`src/rtl/pipeline_credit_receiver.sv`:
```
// pipeline_credit_receiver: credit-metered sink FIFO for a fixed-latency valid-only pipeline.
// Define PIPELINE_CREDIT_RECEIVER_CHECK_EN to build the issue/result latency checker.
module pipeline_credit_receiver #(
    parameter int DATA_WIDTH = 32,
    parameter int DEPTH      = 4,
    parameter int LATENCY    = 3,
    localparam int CW = $clog2(DEPTH + 1),
    localparam int PW = (DEPTH > 1) ? $clog2(DEPTH) : 1
) (
    input  logic                  clk,
    input  logic                  rst,
    input  logic                  up_issue,
    output logic                  up_in_ready,
    input  logic                  pipe_out_valid,
    input  logic [DATA_WIDTH-1:0] pipe_out,
    output logic                  dn_valid,
    output logic [DATA_WIDTH-1:0] dn_data,
    input  logic                  dn_ready,
    output logic [CW-1:0]         credits,
    output logic                  overflow,
    output logic                  protocol_err
);
    logic [DATA_WIDTH-1:0] mem [DEPTH];
    logic [PW-1:0]         rd_ptr, wr_ptr;
    logic [CW-1:0]         count;
    logic                  pop, issue, push;

    assign dn_valid    = count != '0;
    assign dn_data     = mem[rd_ptr];
    assign up_in_ready = credits != '0;
    assign pop         = dn_valid & dn_ready;
    assign issue       = up_issue & up_in_ready;
    // a full FIFO still takes a result when the head leaves in the same cycle
    assign push        = pipe_out_valid & ((count != CW'(DEPTH)) | pop);

    always_ff @(posedge clk or negedge rst)
        if (!rst) begin
            credits  <= CW'(DEPTH);
            count    <= '0;
            rd_ptr   <= '0;
            wr_ptr   <= '0;
            overflow <= 1'b0;
        end else begin
            credits  <= credits + CW'(pop) - CW'(issue);
            count    <= count + CW'(push) - CW'(pop);
            if (push)
                wr_ptr <= (wr_ptr == PW'(DEPTH - 1)) ? '0 : wr_ptr + 1'b1;
            if (pop)
                rd_ptr <= (rd_ptr == PW'(DEPTH - 1)) ? '0 : rd_ptr + 1'b1;
            overflow <= overflow | (pipe_out_valid & ~push);
        end

    always_ff @(posedge clk)
        if (push)
            mem[wr_ptr] <= pipe_out;

`ifdef PIPELINE_CREDIT_RECEIVER_CHECK_EN
    logic [LATENCY-1:0] tok;

    always_ff @(posedge clk or negedge rst)
        if (!rst) begin
            tok          <= '0;
            protocol_err <= 1'b0;
        end else begin
            tok          <= LATENCY'({tok, issue});
            protocol_err <= protocol_err | (pipe_out_valid != tok[LATENCY-1]) | (up_issue & ~up_in_ready);
        end
`else
    // constant 0 for any legal LATENCY
    assign protocol_err = LATENCY < 1;
`endif
endmodule

```
`config.mk`:
```
export PLATFORM = sky130hd
export DESIGN_NAME = pipeline_credit_receiver
export DESIGN_NICKNAME = d
export VERILOG_FILES = /design/src/rtl/pipeline_credit_receiver.sv
export SDC_FILE = /design/constraint.sdc
export NUM_CORES = 1
export LEC_CHECK = 0
export BUFFER_PORTS_ARGS = -buffer_cell sky130_fd_sc_hd__buf_2
export CORE_MARGIN = 2
export CORE_UTILIZATION = 59
export CTS_BUF_LIST = sky130_fd_sc_hd__clkbuf_2
export CTS_CLUSTER_SIZE = 12
export DETAILED_ROUTE_END_ITERATION = 8
export PLACE_DENSITY = 0.86
export RECOVER_POWER = 50
export SYNTH_ARGS = -nofsm -noshare
export SYNTH_HDL_FRONTEND = slang
export SYNTH_SLANG_ARGS = --single-unit
```
`constraint.sdc`:
```
create_clock -name clk -period 2.6 [get_ports clk]
set_input_delay 0.13 -clock clk [delete_from_list [all_inputs] [get_ports clk]]
set_output_delay 0.13 -clock clk [all_outputs]
set_load 0.1 [all_outputs]
```
==> flow_summary.toml, run 1 <==
[route]
wl_met1_mm = 3.752
totalWireLength_mm = 8.843
drc = 0
detailroute.wirelength.met2_mm = 4.519
wire_per_inst_um = 18.70
vias = 2595
met3_length_um = 481
ant_nets = 0
dr.first_iter.drc_count = 105
highest_layer = "met4"
drtPass1Iterations = 4
vias_per_cell = 5.486

[sta]
fmax_ghz = 0.4062
tightest_slew_ns = 0.5130
setup_viol = 0
final.setup_skew_ns = 0.03628
relSlewSlack_pct = 65.80
finalMaxSlewViolations = 0
setup_tns_ns = 0
period_share_pct = 94.68
rsz0062_at_grt = "false"
hold_viol_final = 0
period_needed_ns = 2.462

[critical_path]
ff2ff_path_depth = 10
rr_startpoint = "count[2]"
cp_max_fo = 15
crit_start = "rd_ptr[0]"
r2r_slack_ns = 0.18
crit_end = "dn_data[1]"
cp.required_ns = 2.47
endpoint_kind = "output port"
cp.arrival_ns = 2.33
criticalPathCategory = "reg -> out"
start_kind = "flip-flop"
r2r_end = "count[2]"

[grt]
gr-total-overflow = 0
first_global_vias = 2761
track_usage_pct = 19.42
grt_max_degree = 35
antenna_found_initial = 0
grt_pass1_wl_mm = 13.99

[final_layout]
syn_to_final_growth_pct = 20.49
nets = 400
antenna_cells = 0
fin_util_pct = 73.46
drive_gt1_share_pct = 33.97

[die]
die-width_um = 99.16
core_area_mm2 = 0.008763
die_h_um = 99.16
io_pins = 76
dieArea_mm2 = 0.009833
core.rowCount = 34
initial_core_util_pct = 60.97

[clock_network]
cts_tree = "done"
cts.root.buffer_cell = "clkbuf_2"
clk_path_buf_depth = 2
clkTransAtPathRegs_ns = 0.19
clock_latency_ns = 0.68
clock_sinks = 139
cts_made_buffers = 17
post_cts_buffers = 0
h-tree-depth = 4

[synthesis]
synth_warnings = 0
seq_area_frac_synth_pct = 77.12
synth-async-reset-ratio_pct = 7.914
synth_cell_types = 25
syn_nets = 271
syn_avg_cell_area_um2 = 23.96
synthesis.area_mm2 = 0.005343
post_synth_inst_count = 223
synth-main-ff-cell = "edfxtp_1"
synth-edff-count = 128
synth_seq_cells = 139

[outcome]
status = "completed"

[placed_design]
port_buffers = 74
dp_hpwl_mm = 5.448
gp_congestion = 0.7636

[flow_run]
maxCapViolations = 0

[worst_hold_path]
hold_class = "in -> reg"
==> cell type report <==
class | count | area, µm²
flip-flops and latches | 139 | 4130
well taps | 108 | 135.1
clock buffers | 17 | 85.08
clock inverters | 15 | 140.1
inverters | 10 | 37.54
fillers | 528 | 2326
multi-input cells | 65 | 1085
repair buffers | 119 | 824.5
==> critical path: stages, from the launching register on <==
cell and delay, ns:
dfrtp_2 0.58, buf_12 0.22, mux4_1 0.57, buf_2 0.31
==> flip-flops by register name, summed over array words and instances (netlist names) <==
register,cells
wr_ptr,2
count,3
overflow,1
rd_ptr,2
credits,3
mem,128
==> synth_stat cells, types with 3 or more instances <==
master	number	area, µm²
mux4_2	28	630.6
buf_12	3	60.06
and2_1	5	31.28
xnor2_1	4	35.03
edfxtp_1	128	3844
dfrtp_1	10	250.2
mux4_1	4	105.1
inv_1	10	37.54
buf_2	3	15.01
ha_1	9	112.6
==> repair_timing <==
| action | CTS | global route |
|---|---|---|
| resized for setup | 1 | 0 |
| hold endpoints to repair | 144 | 0 |
| gates cloned | 0 | 1 |
| setup endpoints to repair | 18 | 8 |
| hold buffers | 38 | 0 |
==> cell usage in the layout, fill, tap and decap left out, types with 6 or more instances in the layout <==
cell type and instances:
mux4_2 28, clkbuf_2 19, edfxtp_1 128, clkbuf_1 33, dlygate4sd3_1 38, ha_1 9, buf_2 41, dfrtp_1 6
inv_1 10
==> per-layer routing <==
layer / GRT usage [%] / vias up
met4: 6.639 / 0
met2: 32.90 / 84
li1: - / 1172
met5: 0 / -
met3: 6.184 / 13
met1: 23.98 / 1326
==> how the worst min path moves through the flow <==
| stage | start | endpoint | slack [ns] | cells after the start |
|---|---|---|---|---|
| detailed placement | rst | count[1] | 0.01 | 1 |
| global route | up_issue | credits[0] | 0.05 | 5 |
| floorplan | rst | count[0] | -0.17 | 0 |
| finish | up_issue | credits[0] | 0.09 | 5 |
| CTS | up_issue | credits[0] | 0.04 | 5 |
| global placement | rst | count[0] | 0.01 | 1 |
==> metrics by stage <==
step | worst slack [ns] | instances | hold slack, ns | area (µm²)
2_1_floorplan | 0.03528 | 223 | -0.1656 | 5358
3_3_place_gp | 0.3903 | 402 | 0.01043 | 5868
3_5_place_dp | 0.3028 | 402 | 0.01319 | 5868
4_1_cts | 0.01480 | 472 | 0.03907 | 6476
5_1_grt | 0.01276 | 473 | 0.05092 | 6437
6_report | 0.1384 | 473 | 0.08881 | 6437
==> logic make-up (layout without fill, tap and decap cells) <==
logic type	count (synthesis)	in the layout	synth area share [%]
compound gates	1	1	0.1406
xor+xnor	4	4	0.6557
fa+ha+maj	11	11	2.857
buf+inv	19	161	2.529
flops	139	139	77.12
mux	36	36	14.75
other cells	1	1	0.07019
simple gates	12	12	1.874
Power of run 1 is left out: the tool's default activity adds up to more than one toggle a clock period on the data nets, which glitch-free logic cannot reach.
==> run 2, diff against run 1 <==
- CORE_MARGIN: 2 -> unset
- CORE_UTILIZATION: 59 -> 56
- CTS_BUF_LIST: sky130_fd_sc_hd__clkbuf_2 -> sky130_fd_sc_hd__clkbuf_16
- PLACE_DENSITY: 0.86 -> 0.82
==> run 2 against run 1 <==
Net effect: register-to-register slack improved by 0.08 ns; non-clock buffer count shrank 3; design area up 12%; via count grew 1.5%; worst hold slack better by 0.023 ns; sequential share of layout area decreased by 6.8 points; critical path depth rose by 7; global-route usage up 2.7 points; clock skew is 0.029 ns lower; wire length increased by 13%; flip-flop and latch count did not move.
==> flow_summary.toml, run 2 (same netlist as run 1, synthesis figures left out) <==
[critical_path]
rr_startpoint = "count[1]"
cp.required_ns = 2.92
crit_slowest_cell = "dfrtp_1"
cp.arrival_ns = 2.66
start_kind = "flip-flop"
slowest_delay_ns = 0.46
criticalPathCategory = "reg -> reg"
cp_common_cell = "inv_1"
critPathBufInv = 3
crit_start = "count[1]"
path_cells = "or3_4 -> nand2_4 -> inv_1 -> ha_1 -> inv_1 -> ha_1 -> inv_1 -> fa_1 -> xnor2_1 -> xnor2_1"
cp_max_fo = 4
crit_family = "adder cells"
endpoint_kind = "flip-flop"

[sta]
rsz0062_at_grt = "false"
relSlewSlack_pct = 22.88
period_needed_ns = 2.339
final.setup_skew_ns = 0.007547
setup_tns_ns = 0
tightest_slew_ns = 1.162
whs_ns = 0.1120
setup_viol = 0
hold_viol_final = 0
period_share_pct = 89.96
finalMaxSlewViolations = 0
fmax_ghz = 0.4275
setup_ws_ns = 0.2611

[grt]
gr-total-overflow = 0
track_usage_pct = 22.16
grt_pass1_wl_mm = 15.48
antenna_found_initial = 0
grt_max_degree = 33
first_global_vias = 2911

[clock_network]
clock_latency_ns = 0.41
clock_sinks = 139
cts_tree = "done"
clkTransAtPathRegs_ns = 0.06
cts_made_buffers = 17
clk_path_buf_depth = 2
cts.root.buffer_cell = "clkbuf_16"
h-tree-depth = 4
post_cts_buffers = 0

[route]
totalWireLength_mm = 9.998
vias_per_cell = 5.363
drtPass1Iterations = 4
drc = 0
dr.first_iter.drc_count = 173
wire_per_inst_um = 20.36
ant_nets = 0
vias = 2633

[final_layout]
top_register = "mem"
largest_reg_flops = 128
ff_latch_area_mm2 = 0.004129
final_common_cell = "edfxtp_1"
drive_gt1_share_pct = 32.87
nets = 397
multiInputGateArea_mm2 = 0.001099
fillers = 473
fin_util_pct = 77.97
reg_top3 = "mem (128), count (3), credits (3)"
antenna_cells = 0
syn_to_final_growth_pct = 34.85
layout_common_cells = "edfxtp_1 (128), clkbuf_1 (37), dlygate4sd3_1 (34)"

[worst_hold_path]
hold_class = "in -> reg"
hp-start = "dn_ready"

[placed_design]
port_buffers = 74
dp_slack_ns = 0.2546
dp_hpwl_mm = 5.557
gp_congestion = 0.6867

[die]
core.rowCount = 35
io_pins = 76
die_h_um = 99.68
dieArea_mm2 = 0.009935
die-width_um = 99.68
initial_core_util_pct = 57.82
core_area_mm2 = 0.009240

[flow_run]
maxCapViolations = 0

[outcome]
status = "completed"
-- run 2: cell count changes in the layout (fill, tap and decap cells not counted), sizes merged --
| cell | delta |
|---|---|
| bufinv | +2 |
| dlygate4sd3 | -4 |
| clkinv | -3 |
| inv | +1 |
| buf | -1 |
| clkbuf | +2 |
-- run 2: path summary, 6_finish.rpt --
kind | end | slack (ns) | cells after the start
min in group asynchronous | count[2] | 0.25 | 2
hold reg to reg | overflow | 0.48 | 1
max in group asynchronous | rd_ptr[0] | 1.90 | 2
hold / removal | rd_ptr[0] | 0.11 | 3
setup / recovery | count[2] | 0.26 | 10
setup reg to reg | count[2] | 0.26 | 10
-- run 2: cell type report --
cell class | instances | area share [%]
Sequential cell | 139 | 57.31
Timing Repair Buffer | 116 | 16.38
Multi-Input combinational cell | 65 | 15.25
Clock buffer | 17 | 5.905
Clock inverter | 15 | 2.397
Tap cell | 129 | 2.240
Inverter | 10 | 0.5210
-- run 2: per-layer routing --
metal | share of wire (%) | vias up | track usage, %
li1 | - | 1162 | -
met1 | 41 | 1360 | 26.86
met2 | 53 | 93 | 36.82
met3 | 4.8 | 18 | 6.254
met4 | 1.9 | 0 | 10.97
met5 | 0 | - | 0
-- run 2: through the flow --
step	instances	instance area, µm²
floorplan	223	5358
detailed placement	425	6329
global placement	425	6329
global route	491	7204
finish	491	7204
CTS	491	7267
-- run 2: timing repair --
item | CTS | global route
hold endpoints to repair | 140 | 0
resized for setup | 0 | 1
endpoints found under the setup margin | 0 | 5
hold buffers | 34 | 0
-- run 2: worst register-to-register path, stage by stage (launching register included) --
cell and delay, ns:
dfrtp_1 0.46, or3_4 0.42, nand2_4 0.10, inv_1 0.05, ha_1 0.26, inv_1 0.06, ha_1 0.14, inv_1 0.05
fa_1 0.37, xnor2_1 0.19, xnor2_1 0.15
Power of run 2 is left out for the same reason.
==> run 3, diff against run 2 <==
==> constraint.sdc (replaced) <==
create_clock -name clk -period 2.6 [get_ports clk]
set_input_delay 0.26 -clock clk [delete_from_list [all_inputs] [get_ports clk]]
set_output_delay 0.26 -clock clk [all_outputs]
set_load 0.1 [all_outputs]
==> run 3 against run 2 <==
Net effect: flip-flop and latch count unchanged; first-iteration DRC count up 1.2%; wire length down 4.6%; core utilization down 2.2 points; worst hold slack worse by 0.044 ns; critical path depth down 7; largest cell class unchanged; highest routed layer unchanged.
==> flow_summary.toml, run 3 (same netlist as run 1, synthesis figures left out) <==
[sta]
relSlewSlack_pct = 22.84
tightest_slew_ns = 1.162
final.setup_skew_ns = 0.007425
period_needed_ns = 2.418
setup_tns_ns = 0
fmax_ghz = 0.4136
period_share_pct = 93.00
setup_viol = 0
rsz0062_at_grt = "false"
finalMaxSlewViolations = 0
hold_viol_final = 0

[final_layout]
ff_latch_area_mm2 = 0.004126
layout_common_cells = "edfxtp_1 (128), clkbuf_1 (37), buf_12 (34)"
drive_gt1_share_pct = 36.45
multiInputGateArea_mm2 = 0.001096
antenna_cells = 0
syn_to_final_growth_pct = 30.96
fillers = 493
reg_top3 = "mem (128), count (3), credits (3)"
nets = 368
largest_reg_flops = 128
top_register = "mem"
final_common_cell = "edfxtp_1"

[flow_run]
maxCapViolations = 0

[clock_network]
clk_path_buf_depth = 2
clock_latency_ns = 0.41
cts_made_buffers = 17
ctsResizeCount = 0
clkTransAtPathRegs_ns = 0.06
cts.root.buffer_cell = "clkbuf_16"
clock_sinks = 139
h-tree-depth = 4
cts_tree = "done"

[grt]
first_global_vias = 2686
grt_max_degree = 26
gr-total-overflow = 0
antenna_found_initial = 0
track_usage_pct = 21.44
grt_pass1_wl_mm = 14.73

[critical_path]
crit_slowest_cell = "dfrtp_2"
endpoint_kind = "output port"
start_kind = "flip-flop"
criticalPathCategory = "reg -> out"
slowest_delay_ns = 0.71
cp.arrival_ns = 2.16
cp_max_fo = 15
cp.required_ns = 2.34
path_cells = "buf_4 -> mux4_2 -> buf_12"

[route]
dr.first_iter.drc_count = 175
drtPass1Iterations = 4
drc = 0
vias = 2548
vias_per_cell = 5.527
ant_nets = 0
wire_per_inst_um = 20.70
totalWireLength_mm = 9.541

[die]
die-width_um = 99.68
core.rowCount = 35
io_pins = 76
dieArea_mm2 = 0.009935
initial_core_util_pct = 57.82
core_area_mm2 = 0.009240
die_h_um = 99.68

[placed_design]
dp_hpwl_mm = 6.050
gp_congestion = 0.6690
port_buffers = 74

[worst_hold_path]
hold_class = "in -> reg"

[outcome]
status = "completed"
run 3: cell count changes in the layout (fill, tap and decap cells not counted), sizes merged:
cell / change
dlygate4sd3: -33
buf: +5
bufinv: +2
clkbuf: -1
clkinv: -1
clkinvlp: -1
inv: -1
run 3: layer usage:
layer	up-vias	global-route usage [%]	wire, µm
met5	-	0	0
met4	0	9.163	145
met3	14	7.660	580
met1	1328	26.16	3856
met2	98	34.91	4958
li1	1108	-	-
run 3: metrics by stage:
stage	instances	setup WS (ns)	hold WS (ns)	utilization [%]	cell area, µm²
after global routing	461	0.09654	0.06261	75.72	6997
after floorplan	223	0.03528	-0.03559	-	5358
final	461	0.1821	0.06773	75.72	6997
after detailed placement	429	0.2880	0.1450	69.19	6394
after CTS	461	0.1462	0.04177	76.29	7049
after global placement	429	0.3983	0.1356	69.19	6394
run 3: repair_timing:
item | 4_1_cts | 5_1_grt
buffers inserted | 0 | 0
hold buffers | 1 | 0
endpoints found under the hold margin | 11 | 0
run 3: area by class of cell:
cell class,instances,area share [%]
clock buffers,17,6.080
clock inverters,14,3.147
inverters,10,0.5365
multi-input cells,65,15.67
flip-flops and latches,139,58.98
well taps,129,2.307
repair buffers,87,13.29
run 3: worst paths after layout:
| check | from | to | slack (ns) | depth (start not counted) |
|---|---|---|---|---|
| max in group asynchronous | rst | credits[1] | 1.76 | 2 |
| min in group asynchronous | rst | overflow | 0.39 | 2 |
| max | rd_ptr[0] | dn_data[11] | 0.18 | 3 |
| min reg2reg | overflow | overflow | 0.47 | 1 |
| min | pipe_out_valid | overflow | 0.07 | 2 |
| max reg2reg | count[1] | count[2] | 0.28 | 10 |
run 3: critical path, delay by kind of cell (launching register included):
family                 cells  cell delay, ns
multiplexers               1            0.56
flip-flops                 1            0.71
buffers and inverters      2            0.47
Power of run 3 is left out for the same reason.
